`config.mk`:
```
export PLATFORM = sky130hd
export DESIGN_NAME = sdiv_pow2_pipe
export DESIGN_NICKNAME = d
export VERILOG_FILES = /design/src/rtl/sdiv_pow2_pkg.sv /design/src/rtl/sdiv_pow2_pipe_asr.sv /design/src/rtl/sdiv_pow2_pipe.sv
export SDC_FILE = /design/constraint.sdc
export NUM_CORES = 1
export LEC_CHECK = 0
export CAP_MARGIN = 10
export CORE_MARGIN = 5
export CORE_UTILIZATION = 40
export CTS_BUF_LIST = sky130_fd_sc_hd__clkbuf_8
export DETAILED_ROUTE_END_ITERATION = 16
export PLACE_DENSITY = 0.65
export SETUP_SLACK_MARGIN = 0.05
export SLEW_MARGIN = 25
export SYNTH_ARGS = -nofsm -noshare
export SYNTH_HDL_FRONTEND = slang
export SYNTH_SLANG_ARGS = --single-unit
```
`constraint.sdc`:
```
create_clock -name clk -period 6.2 [get_ports clk]
set_clock_uncertainty 0.1 [all_clocks]
set_input_delay 1.24 -clock clk [delete_from_list [all_inputs] [get_ports clk]]
set_output_delay 1.24 -clock clk [all_outputs]
set_load 0.01 [all_outputs]
```
`src/rtl/sdiv_pow2_pkg.sv`:
```
// Shared types and helpers for the power-of-two signed divider pipeline.
// The stage-1 payload is sized by DIV_N, so the top must be built with N == DIV_N.
package sdiv_pow2_pkg;

  localparam int DIV_N  = 8;
  localparam int DIV_SW = $clog2(DIV_N);

  typedef struct packed {
    logic [DIV_N-1:0]  biased;
    logic [DIV_N-1:0]  dividend;
    logic [DIV_SW-1:0] shift;
  } s1_payload_t;

  // Shift amounts past the top bit behave like a full-width shift.
  function automatic logic [DIV_SW-1:0] clamp_shift(input logic [DIV_SW-1:0] shift);
    logic [DIV_SW-1:0] result;
    if (32'(shift) > 32'(DIV_N - 1)) begin
      result = DIV_SW'(DIV_N - 1);
    end else begin
      result = shift;
    end
    return result;
  endfunction

endpackage

```
`src/rtl/sdiv_pow2_pipe_asr.sv`:
```
// Combinational variable arithmetic right shift built as one mux per output bit.
module asr_var #(
  parameter int N  = 8,
  parameter int SW = $clog2(N)
) (
  input  logic [N-1:0]  din,
  input  logic [SW-1:0] shift,
  output logic [N-1:0]  dout
);

  // Bit i takes din[i+shift], or the sign bit once that index runs off the top.
  always_comb begin
    logic [SW:0] idx;
    idx  = {(SW+1){1'b0}};
    dout = {N{1'b0}};
    for (int i = 0; i < N; i++) begin
      idx = (SW+1)'(i) + {1'b0, shift};
      if (idx <= (SW+1)'(N - 1)) begin
        dout[i] = din[idx[SW-1:0]];
      end else begin
        dout[i] = din[N-1];
      end
    end
  end

endmodule

```
`src/rtl/sdiv_pow2_pipe.sv`:
```
// Two-stage signed divide by 2^s with floor or truncating rounding, quotient and remainder,
// and valid/ready handshakes on both sides.
module sdiv_pow2_pipe
  import sdiv_pow2_pkg::*;
#(
  parameter int N  = DIV_N,
  parameter int SW = $clog2(N)
) (
  input  logic          clk,
  input  logic          rst_n,
  input  logic          up_valid,
  output logic          up_ready,
  input  logic [N-1:0]  up_data,
  input  logic [SW-1:0] up_shift,
  input  logic          up_trunc,
  output logic          down_valid,
  input  logic          down_ready,
  output logic [N-1:0]  down_quot,
  output logic [N-1:0]  down_rem
);

  logic          v1_r;
  logic          v2_r;
  logic          ready1_s;
  logic          ready2_s;
  logic          load1_s;
  logic          load2_s;
  logic [SW-1:0] shift_s;
  logic [N-1:0]  bias_s;
  s1_payload_t   d1_next_s;
  s1_payload_t   d1_r;
  logic [N-1:0]  quot_s;
  logic [N-1:0]  rem_s;
  logic [N-1:0]  quot_r;
  logic [N-1:0]  rem_r;

  // Ready chain: the only combinational path runs from down_ready to up_ready.
  always_comb begin
    ready2_s = !v2_r || down_ready;
    ready1_s = !v1_r || ready2_s;
    load1_s  = up_valid && ready1_s;
    load2_s  = v1_r && ready2_s;
  end

  // Truncating mode pre-biases negative dividends by 2^s-1 so the floor shift rounds toward zero.
  always_comb begin
    shift_s = clamp_shift(up_shift);
    if (up_trunc && up_data[N-1]) begin
      bias_s = ~({N{1'b1}} << shift_s);
    end else begin
      bias_s = {N{1'b0}};
    end
    d1_next_s.biased   = up_data + bias_s;
    d1_next_s.dividend = up_data;
    d1_next_s.shift    = shift_s;
  end

  asr_var #(.N(N), .SW(SW)) u_asr (
    .din   (d1_r.biased),
    .shift (d1_r.shift),
    .dout  (quot_s)
  );

  // The remainder is whatever the quotient leaves behind, modulo 2^N.
  always_comb begin
    rem_s = d1_r.dividend - (quot_s << d1_r.shift);
  end

  // Stage valid flags; reset discards any in-flight beats.
  always_ff @(posedge clk) begin
    if (!rst_n) begin
      v1_r <= 1'b0;
      v2_r <= 1'b0;
    end else begin
      if (ready1_s) begin
        v1_r <= up_valid;
      end
      if (ready2_s) begin
        v2_r <= v1_r;
      end
    end
  end

  // Payload registers need no reset: their contents are ignored while the stage is empty.
  always_ff @(posedge clk) begin
    if (load1_s) begin
      d1_r <= d1_next_s;
    end
    if (load2_s) begin
      quot_r <= quot_s;
      rem_r  <= rem_s;
    end
  end

  assign up_ready   = ready1_s;
  assign down_valid = v2_r;
  assign down_quot  = quot_r;
  assign down_rem   = rem_r;

endmodule

```
* Word level (Yosys, flattened, before mapping) *
Index checks and enable logic that the tools add are counted.
W data, S select, Z words.

storage, ports and cells
  bits of input ports = 16
  word-level logic and storage cells = 67
  output and inout bits = 18
  register bits = 37

cells by class
  bitwise gates (word level) = 1
  $add $sub $neg = 9
  shift operators = 2
  reductions and logical operators = 7
  multiplexer cells = 25
  $lt $le $gt $ge = 16

operator list
  operator               count
  $lt A3 B4 Y1 const B   8
  $le A4 B3 Y1 const B   7
  $bmux W1 S3            8
  $add A3 B3 Y4 const A  4
  $mux W1                16
  $add A2 B3 Y4 const A  2
  $add A8 B8 Y8          1
  $mux W8                1
  $not A8 Y8             1
  $shl A8 B3 Y8          1
  $shl A8 B3 Y8 const A  1
  $sub A8 B8 Y8          1
  $add A1 B3 Y4 const A  1
  $le A3 B3 Y1 const B   1
  $logic_and A1 B1 Y1    3
  $logic_not A1 Y1       2
  $logic_or A1 B1 Y1     2

* Longest topological paths before layout *
  depth after elaboration = 6
  gate-level depth with buffers = 17
  depth with buffers taken out = 14

* By module *
From an unflattened synthesis, not the netlist that was laid out.

unflattened totals
  cell total of the unflattened synthesis = 225
  area, all modules = 2623.8 um2

modules (own cells, without submodules)
  module          times used  cells an instance  sequential area each (um2)  area each (um2)
  sdiv_pow2_pipe  1           155                1091.0                      1969.4
  asr_var         1           70                 0.0                         654.4

* Worst setup path before layout *
No wires, ideal clock.

  path kind = register to register
  start = register d1_r[0] (netlist bit)
  end = register rem_r[7], in the netlist down_rem[7], data pin
  stages on the path, launching flop included = 15
  setup slack = 2.313 ns
  period minus slack after synthesis = 3.887 ns
  required time = 5.832 ns
  arrival = 3.519 ns
  setup time = 0.268 ns
  path buffers = 3
  path through = edfxtp_1 > buf_6 > inv_1 > clkbuf_1 > ha_1 > clkbuf_1 > mux4_2 > mux2i_1 > a21oi_1 > mux2_2 > a2bb2oi_1 > ha_1 > or3_1 > o211ai_1 > xnor3_1

on the way
  longest elaborated chain between the ends = 6
  elaborated cells on any way between the ends = 41
  those cells by class = 8 x add/sub; 8 x order compare; 1 x shift; 24 x mux

ends and longest elaborated chain
  element                        RTL line                  source
  start: declaration             sdiv_pow2_pipe.sv:31      s1_payload_t d1_r;
  start signal: assignment       sdiv_pow2_pipe.sv:87      d1_r <= d1_next_s;
  $add A2 B3 Y4 *                sdiv_pow2_pipe_asr.sv:17  idx = (SW+1)'(i) + {1'b0, shift};
  $bmux W1 S3                    sdiv_pow2_pipe_asr.sv:19  dout[i] = din[idx[SW-1:0]];
  $mux W1 (not written as such)  sdiv_pow2_pipe_asr.sv:19
  $mux W1 *                      sdiv_pow2_pipe_asr.sv:18  if (idx <= (SW+1)'(N - 1)) begin
  via quot_s[3]                  sdiv_pow2_pipe.sv:32      logic [N-1:0] quot_s;
  $shl A8 B3 Y8 *                sdiv_pow2_pipe.sv:66      rem_s = d1_r.dividend - (quot_s << d1_r.shift);
  $sub A8 B8 Y8 *                sdiv_pow2_pipe.sv:66
  via rem_s[7]                   sdiv_pow2_pipe.sv:33      logic [N-1:0] rem_s;
  end signal: assignment         sdiv_pow2_pipe.sv:91      rem_r <= rem_s;
  end: declaration               sdiv_pow2_pipe.sv:35      logic [N-1:0] rem_r;

Mark *: on every way through the listed nets, which the timed path passes. The rest lies on a longest branch. The select of a mux whose other input is x is not followed.
A chain may end at the register's enable or synchronous reset.

* Worst setup path in the final report *
Same ends and word-level chain as after synthesis.

==> reports/results.ini <==
[power_and_ir_drop]
leakagePower_nw = 1.31
ir_drop_mv = 0.106
p_int_mw = 0.500
powerDensity_nw_per_um2 = 217
p_switching_mw = 0.199
p_seq_share_pct = 45.6
p_sw_share_pct = 28.5
combPwrFrac_pct = 30.0
clkPwrFrac_pct = 24.4
total_power_mw = 0.699

[clocking]
clk_path_buf_depth = 2
ctsResizeCount = 0
ctsHoldBuffers = 0
cts_max_level = 2
worstSkewPairLatency_ns = 0.28
clk_pin_slew_ns = 0.07
cts_tree = yes
cts_setup_buffers = 0
cts-root-buf = clkbuf_8
cts_buffers = 5
cts.sinks = 37

[yosys]
synth-compound-area-share_pct = 13.3
ys_warn_count = 0
synthMuxAreaShare_pct = 15.1
synth_cells = 242
synth_nets = 282
synth_edf_count = 35
ys_types = 53
avgSynthCellArea_um2 = 11.3
async_reset_ff_share_pct = 0
synth_xor_area_share_pct = 5.00
synth_top_family_by_area = multiplexers
synthFlopType = edfxtp_1
yosys.area_share.adder_pct = 11.6
synth_top_area_share_pct = 38.5
synth.area.top_cells = edfxtp_1 (39%), ha_1 (10%), mux4_2 (5.0%)
synth_top_area_cell = edfxtp_1
synth_area_um2 = 2730
synthSimpleGateAreaFrac_pct = 10.4
seq_area_frac_synth_pct = 40.0
synth_seq_cells = 37

[floorplanning]
initial_utilization_pct = 40.6
pin_count = 34
row_count = 30
core_area_um2 = 6720
die-area_um2 = 8570
die_x_um = 92.6
die_h_um = 92.6

[finish]
multi_input_area_um2 = 1510
fillers = 610
area.sequential_um2 = 1090
instances_no_fill = 357
final_layout_size_suffix_gt1_share_pct = 9.75
fin_util_pct = 48.0
syn_to_final_growth_pct = 18.3
layout_commonest_cell = edfxtp_1
final_cell_mix = edfxtp_1 (35), clkdlybuf4s50_1 (33), ha_1 (22), a21oi_1 (21), inv_1 (20)
final_area_um2 = 3230
nets = 316
n_antenna_cell = 0

[critical_path]
crit_chain = buf_4 > inv_1 > ha_1 > mux4_2 > mux2i_1 > a21oi_1 > mux2_2 > a2bb2oi_1 > ha_1 > or3_1 > o211ai_1 > xnor3_1
cp.depth = 12
critical-path-top-delay-family = multiplexers
required_ns = 6.13
worstRegToRegCells = 12
critPathLaunchType = flop
r2r_end = down_rem[7]$_DFFE_PP_
cp_common_cell = ha_1
cp_max_fo = 29
cp_num_buf_inv = 2
r2r-start = d1_r[0]$_DFFE_PP_
r2r_slack_ns = 1.93
cp.arrival_ns = 4.20
cp_slowest_cell = ha_1
crit_type = reg -> reg
critPathMaxStageDelay_ns = 0.54
worst_setup_path_end_kind = flop

[timing]
worst_slack_ns = 1.93
rsz0062_at_grt = false
final_hold_viol_count = 0
max_clock_freq_mhz = 234
period_share_pct = 68.9
worst_pin_slew_ns = 0.792
whs_ns = 0.431
timing.setup.tns_ns = 0
finalSetupViolCount = 0
timing.final.max_slew_violations = 0
period_needed_ns = 4.27
max_slew_margin_pct = 47.2

[drt]
drt_iter0_drc = 104
drt_pass1_iterations = 4
ant_nets = 0
routed_wirelength_mm = 5.49
drc_errors = 0
vias = 1958
wire_per_inst_um = 15.4
routed_via_density = 5.48

[hold_path]
worstHoldStart = v1_r$_SDFFE_PN0N_
min_delay_path_depth = 1
hold_class = reg -> reg
hold_end = down_valid$_SDFFE_PN0P_

[placement]
gp_congestion = 0.897
dpl_worst_slack_ns = 1.99
dpl_cell_area_um2 = 3130
place_inst = 349
portBuffers = 33
hpwlAfterDp_mm = 4.16

[global_routing]
grt_pass1_vias = 1864
grt_max_degree = 30
grt_use_total_pct = 13.2
antenna_found_initial = 0
grt-ovfl-total = 0
grt_pass1_wl_mm = 8.99

[job]
max_cap_violations = 0

[outcome]
status = completed

==> power by group through the flow <==
stage          combinational, mW  clock (mW)  sequential, mW
2_1_floorplan              0.143           0           0.324
3_3_place_gp               0.205           0           0.324
3_5_place_dp               0.209           0           0.325
4_1_cts                    0.211       0.174           0.319
5_1_grt                    0.230       0.182           0.322
6_report                   0.210       0.170           0.319
==> sequential cells by signal (all words and copies together) (netlist names) <==
register	count
down_valid	1
down_rem	8
d1_r	19
down_quot	8
v1_r	1
==> cells by family after synthesis <==
kind of cell / after synthesis
AOI/OAI and AO/OA: 56
xor gates and xnor gates: 14
adders and majority gates: 24
buffers and inverters: 29
DFF: 37
muxes: 27
and+or+nand+nor: 55
==> cells in the mapped netlist (4+ instances only) <==
cell type	n
edfxtp_1	35
ha_1	22
a21oi_1	21
inv_1	19
nand2_1	12
nor2_1	12
mux2i_1	10
nor2b_1	7
xnor2_1	7
mux4_2	6
nand2b_1	6
xor2_1	6
a21o_1	5
clkbuf_1	5
mux2_2	5
o21ai_0	5
o211ai_1	4
==> cell type report <==
cell class,count,share of cell area [%]
clock buffers,6,2.56
multi-input cells,176,46.8
clock inverters,2,0.349
repair buffers,37,11.2
flip-flops and latches,37,33.8
inverters,19,2.21
well taps,80,3.10
==> worst max-delay path by stage <==
stage / from / to / slack, ns
detailed placement: d1_r[0]$_DFFE_PP_ / down_rem[7]$_DFFE_PP_ / 1.99
global placement: d1_r[0]$_DFFE_PP_ / down_rem[7]$_DFFE_PP_ / 2.13
CTS: d1_r[0]$_DFFE_PP_ / down_rem[7]$_DFFE_PP_ / 1.97
floorplan: d1_r[0]$_DFFE_PP_ / down_rem[7]$_DFFE_PP_ / 2.31
global route: d1_r[0]$_DFFE_PP_ / down_rem[7]$_DFFE_PP_ / 1.72
finish: d1_r[0]$_DFFE_PP_ / down_rem[7]$_DFFE_PP_ / 1.93
==> routing by layer <==
layer  GRT usage (%)  part of all wire (%)
met5               0                     0
met1            17.7                    47
met4            3.09                   1.0
met2            21.9                    46
met3            2.60                   5.0
(Power assumes the default switching activity.)
